===== src/rtl/sprite_move_pkg.sv =====
// Shared definitions for the sprite movement controller: FSM state encoding,
// direction codes, default coordinate width and the button priority encoder.
package sprite_move_pkg;

    // Default width of one sprite coordinate
    localparam int COORD_W_DEFAULT = 10;

    // Sequencer states
    typedef enum logic [1:0] {
        ST_IDLE   = 2'd0,
        ST_SAMPLE = 2'd1,
        ST_MOVE   = 2'd2,
        ST_WRITE  = 2'd3
    } state_t;

    // Direction codes as seen on the dir output
    localparam logic [2:0] DIR_NONE  = 3'd0;
    localparam logic [2:0] DIR_LEFT  = 3'd1;
    localparam logic [2:0] DIR_RIGHT = 3'd2;
    localparam logic [2:0] DIR_UP    = 3'd3;
    localparam logic [2:0] DIR_DOWN  = 3'd4;

    // Fixed-priority button encoder: left > right > up > down
    function automatic logic [2:0] sample_dir(input logic left, input logic right,
                                              input logic up, input logic down);
        logic [2:0] d;
        d = DIR_NONE;
        if (left) begin
            d = DIR_LEFT;
        end else if (right) begin
            d = DIR_RIGHT;
        end else if (up) begin
            d = DIR_UP;
        end else if (down) begin
            d = DIR_DOWN;
        end
        return d;
    endfunction

endpackage


===== src/rtl/sprite_move_ctrl_step.sv =====
// Combinational saturating step for one axis. The X instance reacts to
// left/right, the Y instance to up/down. All comparisons are done one bit
// wider than the coordinate so nothing wraps near the ends of the range.
module sprite_coord_step
    import sprite_move_pkg::*;
#(
    parameter int COORD_W = COORD_W_DEFAULT,
    parameter int STEP    = 4,
    parameter bit IS_X    = 1'b1
) (
    input  logic [COORD_W-1:0] coord,
    input  logic [2:0]         dir,
    input  logic [COORD_W-1:0] min_val,
    input  logic [COORD_W-1:0] max_val,
    output logic [COORD_W-1:0] next_coord,
    output logic               changed
);

    localparam logic [COORD_W:0]   STEP_EXT = (COORD_W+1)'(STEP);
    localparam logic [COORD_W-1:0] STEP_C   = COORD_W'(STEP);

    logic             dec;
    logic             inc;
    logic [COORD_W:0] coord_ext;
    logic [COORD_W:0] lo_limit;
    logic [COORD_W:0] hi_sum;

    // Clamp the stepped coordinate to [min_val, max_val] and flag any change
    always_comb begin
        dec        = IS_X ? (dir == DIR_LEFT)  : (dir == DIR_UP);
        inc        = IS_X ? (dir == DIR_RIGHT) : (dir == DIR_DOWN);
        coord_ext  = {1'b0, coord};
        // coord - min < STEP  <=>  coord < min + STEP (no underflow)
        lo_limit   = {1'b0, min_val} + STEP_EXT;
        // max - coord < STEP  <=>  coord + STEP > max (no overflow)
        hi_sum     = coord_ext + STEP_EXT;
        next_coord = coord;
        if (dec) begin
            next_coord = (coord_ext < lo_limit) ? min_val : (coord - STEP_C);
        end else if (inc) begin
            next_coord = (hi_sum > {1'b0, max_val}) ? max_val : hi_sum[COORD_W-1:0];
        end
        changed = (next_coord != coord);
    end

endmodule


===== src/rtl/sprite_move_ctrl.sv =====
// Frame-paced sprite movement sequencer. Every DIV frame ticks it samples the
// direction buttons, applies one clamped STEP move and pushes the new
// position to the sprite register bank over a req/ack write.
module sprite_move_ctrl
    import sprite_move_pkg::*;
#(
    parameter int         COORD_W     = COORD_W_DEFAULT,
    parameter int         X_MIN       = 0,
    parameter int         X_MAX       = 620,
    parameter int         Y_MIN       = 0,
    parameter int         Y_MAX       = 460,
    parameter int         STEP        = 4,
    parameter int         X_INIT      = 320,
    parameter int         Y_INIT      = 240,
    parameter int         DIV         = 2,
    parameter logic [4:0] SPRITE_ADDR = 5'd0
) (
    input  logic                 clk,
    input  logic                 reset,
    input  logic                 left,
    input  logic                 right,
    input  logic                 up,
    input  logic                 down,
    input  logic                 frame_tick,
    input  logic                 wr_ack,
    output logic                 wr_req,
    output logic [4:0]           wr_addr,
    output logic [2*COORD_W-1:0] wr_data,
    output logic [COORD_W-1:0]   sprite_x,
    output logic [COORD_W-1:0]   sprite_y,
    output logic [2:0]           dir,
    output logic                 busy,
    output logic                 overrun
);

    // A one-bit divider is kept even for DIV=1; it then never increments
    localparam int                 DIV_W    = (DIV > 1) ? $clog2(DIV) : 1;
    localparam logic [DIV_W-1:0]   DIV_LAST = DIV_W'(DIV - 1);
    localparam logic [COORD_W-1:0] X_MIN_C  = COORD_W'(X_MIN);
    localparam logic [COORD_W-1:0] X_MAX_C  = COORD_W'(X_MAX);
    localparam logic [COORD_W-1:0] Y_MIN_C  = COORD_W'(Y_MIN);
    localparam logic [COORD_W-1:0] Y_MAX_C  = COORD_W'(Y_MAX);
    localparam logic [COORD_W-1:0] X_INIT_C = COORD_W'(X_INIT);
    localparam logic [COORD_W-1:0] Y_INIT_C = COORD_W'(Y_INIT);

    state_t             state_reg;
    logic [DIV_W-1:0]   div_cnt_reg;
    logic [COORD_W-1:0] x_reg;
    logic [COORD_W-1:0] y_reg;
    logic [2:0]         dir_reg;
    logic               wr_req_reg;
    logic               overrun_reg;

    logic [2:0]         sampled_dir;

    // Per-axis step datapath: index 0 is X, index 1 is Y
    logic [COORD_W-1:0] axis_cur  [2];
    logic [COORD_W-1:0] axis_lo   [2];
    logic [COORD_W-1:0] axis_hi   [2];
    logic [COORD_W-1:0] axis_next [2];
    logic               axis_chg  [2];

    assign axis_cur[0] = x_reg;
    assign axis_cur[1] = y_reg;
    assign axis_lo[0]  = X_MIN_C;
    assign axis_lo[1]  = Y_MIN_C;
    assign axis_hi[0]  = X_MAX_C;
    assign axis_hi[1]  = Y_MAX_C;

    for (genvar gi = 0; gi < 2; gi++) begin : g_axis
        sprite_coord_step #(
            .COORD_W (COORD_W),
            .STEP    (STEP),
            .IS_X    (gi == 0)
        ) u_step (
            .coord      (axis_cur[gi]),
            .dir        (dir_reg),
            .min_val    (axis_lo[gi]),
            .max_val    (axis_hi[gi]),
            .next_coord (axis_next[gi]),
            .changed    (axis_chg[gi])
        );
    end

    assign sampled_dir = sample_dir(left, right, up, down);

    // Sequencer: frame divider, button sampling, clamped move and write handshake
    always_ff @(posedge clk) begin
        if (reset) begin
            state_reg   <= ST_IDLE;
            div_cnt_reg <= '0;
            x_reg       <= X_INIT_C;
            y_reg       <= Y_INIT_C;
            dir_reg     <= DIR_NONE;
            wr_req_reg  <= 1'b0;
            overrun_reg <= 1'b0;
        end else begin
            // Ticks that arrive while a move is in flight are dropped and flagged
            overrun_reg <= frame_tick && (state_reg != ST_IDLE);
            case (state_reg)
                ST_IDLE: begin
                    if (frame_tick) begin
                        if (div_cnt_reg == DIV_LAST) begin
                            div_cnt_reg <= '0;
                            state_reg   <= ST_SAMPLE;
                        end else begin
                            div_cnt_reg <= div_cnt_reg + DIV_W'(1);
                        end
                    end
                end
                ST_SAMPLE: begin
                    // dir is frozen here so later button changes cannot alter the move
                    dir_reg   <= sampled_dir;
                    state_reg <= (sampled_dir == DIR_NONE) ? ST_IDLE : ST_MOVE;
                end
                ST_MOVE: begin
                    // Already sitting on the bound: nothing to tell the register bank
                    if (axis_chg[0] || axis_chg[1]) begin
                        x_reg      <= axis_next[0];
                        y_reg      <= axis_next[1];
                        wr_req_reg <= 1'b1;
                        state_reg  <= ST_WRITE;
                    end else begin
                        state_reg  <= ST_IDLE;
                    end
                end
                ST_WRITE: begin
                    // Request and payload hold until the bank acknowledges
                    if (wr_ack) begin
                        wr_req_reg <= 1'b0;
                        state_reg  <= ST_IDLE;
                    end
                end
                default: begin
                    state_reg <= ST_IDLE;
                end
            endcase
        end
    end

    assign wr_req   = wr_req_reg;
    assign wr_addr  = SPRITE_ADDR;
    assign wr_data  = {x_reg, y_reg};
    assign sprite_x = x_reg;
    assign sprite_y = y_reg;
    assign dir      = dir_reg;
    assign busy     = (state_reg != ST_IDLE);
    assign overrun  = overrun_reg;

endmodule

===== config.mk =====
export PLATFORM = sky130hd
export DESIGN_NAME = sprite_move_ctrl
export DESIGN_NICKNAME = d
export VERILOG_FILES = /design/src/rtl/sprite_move_pkg.sv /design/src/rtl/sprite_move_ctrl_step.sv /design/src/rtl/sprite_move_ctrl.sv
export SDC_FILE = /design/constraint.sdc
export NUM_CORES = 1
export LEC_CHECK = 0
export ABC_AREA = 1
export BUFFER_PORTS_ARGS = -buffer_cell sky130_fd_sc_hd__buf_2
export CORE_ASPECT_RATIO = 1.25
export CORE_MARGIN = 4
export CORE_UTILIZATION = 55
export CTS_BUF_LIST = sky130_fd_sc_hd__clkbuf_16
export DETAILED_ROUTE_END_ITERATION = 16
export PLACE_DENSITY = 0.79
export SLEW_MARGIN = 20
export SYNTH_ARGS = -nofsm -noshare
export SYNTH_HDL_FRONTEND = slang
export SYNTH_HIERARCHICAL = 1
export SYNTH_SLANG_ARGS = --single-unit

===== constraint.sdc =====
create_clock -name clk -period 3.1 [get_ports clk]
set_input_delay 0.31 -clock clk [delete_from_list [all_inputs] [get_ports clk]]
set_output_delay 0.31 -clock clk [all_outputs]
set_load 0.005 [all_outputs]

==> impl_metrics.ini <==
[grt]
track_usage_pct = 30.12
grt_overflow = 0
antenna_found_initial = 0
grt_pass1_vias = 5737
grt_max_degree = 27
grt_pass1_wl_mm = 25.52

[power]
pwr-share-comb_pct = 74.9
p_seq_share_pct = 14.8
vdd_drop_max_mv = 0.2976
p_switching_mw = 1.730
swShare_pct = 49.14
report.power.total_mw = 3.520
clkPwrFrac_pct = 10.4
p_int_mw = 1.790
power.static_leakage_nw = 3.604
p_per_area_mw_per_mm2 = 533.6

[die]
io_pins = 59
dieArea_mm2 = 0.01003
die_h_um = 111.0
num_rows = 37
coreArea_mm2 = 0.008240
initial_utilization_pct = 56.64
die_x_um = 90.39

[yosys]
syn_inst = 774
yosysTopAreaCell = nand2_1
yosysSeqAreaShare_pct = 12.01
synth_seq_cells = 28
yosys.area.top_type_share_pct = 16.49
synth.area.top_cells = nand2_1 (16%), nand3_1 (12%), dfxtp_1 (12%)
synth_area_per_cell_um2 = 6.030
ys_types = 38
syn_area_mm2 = 0.004667
synth_warnings = 6

[sta]
fin_crit_sh_pct = 114.5
max_freq_mhz = 281.7
rsz0062_at_grt = true
holdWs_ps = 220.1
tightest_slew_ps = 870.7
finalSetupViolCount = 23
drv_slew = 0
fin_skew_ps = 3.152
postLayoutSetupSlackWorst_ps = -449.6
hold_violations = 0
slew-limit-headroom_pct = 41.89
fin_crit_ps = 3550

[cells_and_area]
areaGrowthSynthToFinish_pct = 41.34
nNetsFinal = 1071
fillCellCount = 602
layout-drive-gt1-share_pct = 30.84
mostFrequentLayoutCell = nand2_1
num_antenna_cells = 0
final_cell_mix = nand2_1 (188), buf_4 (111), conb_1 (107), nand3_1 (95), inv_1 (93)

[clock_tree]
cts_made_buffers = 3
clockBufferDepth = 2
clock-root-buffer = clkbuf_16
ctsHoldBuffers = 0
cts_tree = built
clk_latency_ps = 270
cts.sinks = 28
path_clk_slew_ps = 70
cts_max_level = 1

[critical_path]
slowest_delay_ps = 390
crit_family = simple AND/OR/NAND/NOR gates
crit_path_max_fanout = 7
worstSetupStartpointType = register
reg2reg_from = sprite_y[4]
cp_slowest_cell = dfxtp_2
cp_data_arrival_time_ps = 3710
critPathCaptureType = register
crit_buf_inv = 5
cp_common_cell = nand2_2
critPathKind = reg2reg
cp_data_required_time_ps = 3260
startpoint = sprite_y[4]

[routing]
wl_mm = 15.68
wl_per_cell_um = 14.06
ant_nets = 0
dr.pass1.iters = 5
drc_errors = 0
viasPerCell = 5.141
vias = 5732
first_iter_violations = 323

[outcome]
violations = setup timing
status = complete, but fails checks

[place]
gp_congestion = 0.9615
port_buffers = 53
dpl.hpwl_mm = 11.22

[flow_run]
max_cap_violations = 0

[worst_hold_path]
min_path_type = in2reg
min_from = reset
==> metrics by stage <==
stage	cell area, um2	std cells	TNS, ps	setup slack, ps	utilization, %
4_1_cts	6456	1109	-3634	-181.8	78.35
6_report	6596	1115	-8881	-449.6	80.05
2_1_floorplan	5124	879	-167.0	-15.37	-
5_1_grt	6596	1115	-13310	-657.4	80.05
3_5_place_dp	5919	1080	-11240	-541.3	71.83
3_3_place_gp	5919	1080	-9673	-473.8	71.83
==> worst paths after layout <==
| path | endpoint | slack, ps | cells past startpoint |
|---|---|---|---|
| worst max-delay path | sprite_y[3] | -450 | 27 |
| worst min register to register | wr_req | 460 | 2 |
| worst max register to register | sprite_y[3] | -450 | 27 |
| worst min-delay path | wr_req | 220 | 2 |
==> timing repair <==
item / 4_1_cts / 5_1_grt
resized for setup: 62 / 24
pin swaps: 39 / 26
setup endpoints to repair: 23 / 23
gates cloned: 4 / 0
buffers inserted: 21 / 6
==> cell type report <==
| type | count | area [um2] | share of cell area [%] |
|---|---|---|---|
| Multi-Input combinational cell | 702 | 4089 | 61.99 |
| Timing Repair Buffer | 181 | 1318 | 19.97 |
| Sequential cell | 28 | 576.8 | 8.744 |
| Inverter | 103 | 391.6 | 5.937 |
| Tap cell | 97 | 121.4 | 1.840 |
| Clock buffer | 4 | 100.1 | 1.517 |
==> Yosys cell counts (all sizes together) <==
master and instances:
nand2 228, nand3 122, inv 103, nor2 65
buf 46, ha 44, a21oi 36, o21ai 30
xor2 30, dfxtp 28, nand4 10, nor3 10
o211ai 5, and3 3, clkbuf 3, nand3b 3
conb 2, o21a 2, xnor2 2, o31ai 1
or2 1
==> power groups by stage <==
| stage | logic [mW] | clock network (mW) | registers (mW) |
|---|---|---|---|
| 2_1_floorplan | 1.48 | 0 | 0.556 |
| 3_3_place_gp | 2.17 | 0 | 0.516 |
| 6_report | 2.63 | 0.365 | 0.520 |
| 3_5_place_dp | 2.22 | 0 | 0.517 |
| 4_1_cts | 2.46 | 0.363 | 0.518 |
| 5_1_grt | 2.91 | 0.375 | 0.531 |
==> metal layers <==
| layer | GRT usage [%] | share of wire, % |
|---|---|---|
| met2 | 59.22 | 54 |
| met4 | 17.67 | 6.0 |
| met1 | 30.27 | 36 |
| met5 | 0 | 0 |
| met3 | 2.444 | 4.2 |
==> kinds of logic after synthesis <==
| logic type | count (synthesis) | share of synthesized area, % |
|---|---|---|
| AND/OR/NAND/NOR | 442 | 44.64 |
| adder cells (fa/ha/maj) | 44 | 11.80 |
| AO/OA/AOI/OAI | 74 | 8.955 |
| other | 2 | 0.1609 |
| buffers and inverters | 152 | 16.43 |
| XOR/XNOR | 32 | 6.005 |
| flip-flops | 28 | 12.01 |
Note: power is estimated with default switching activity, not from simulation.
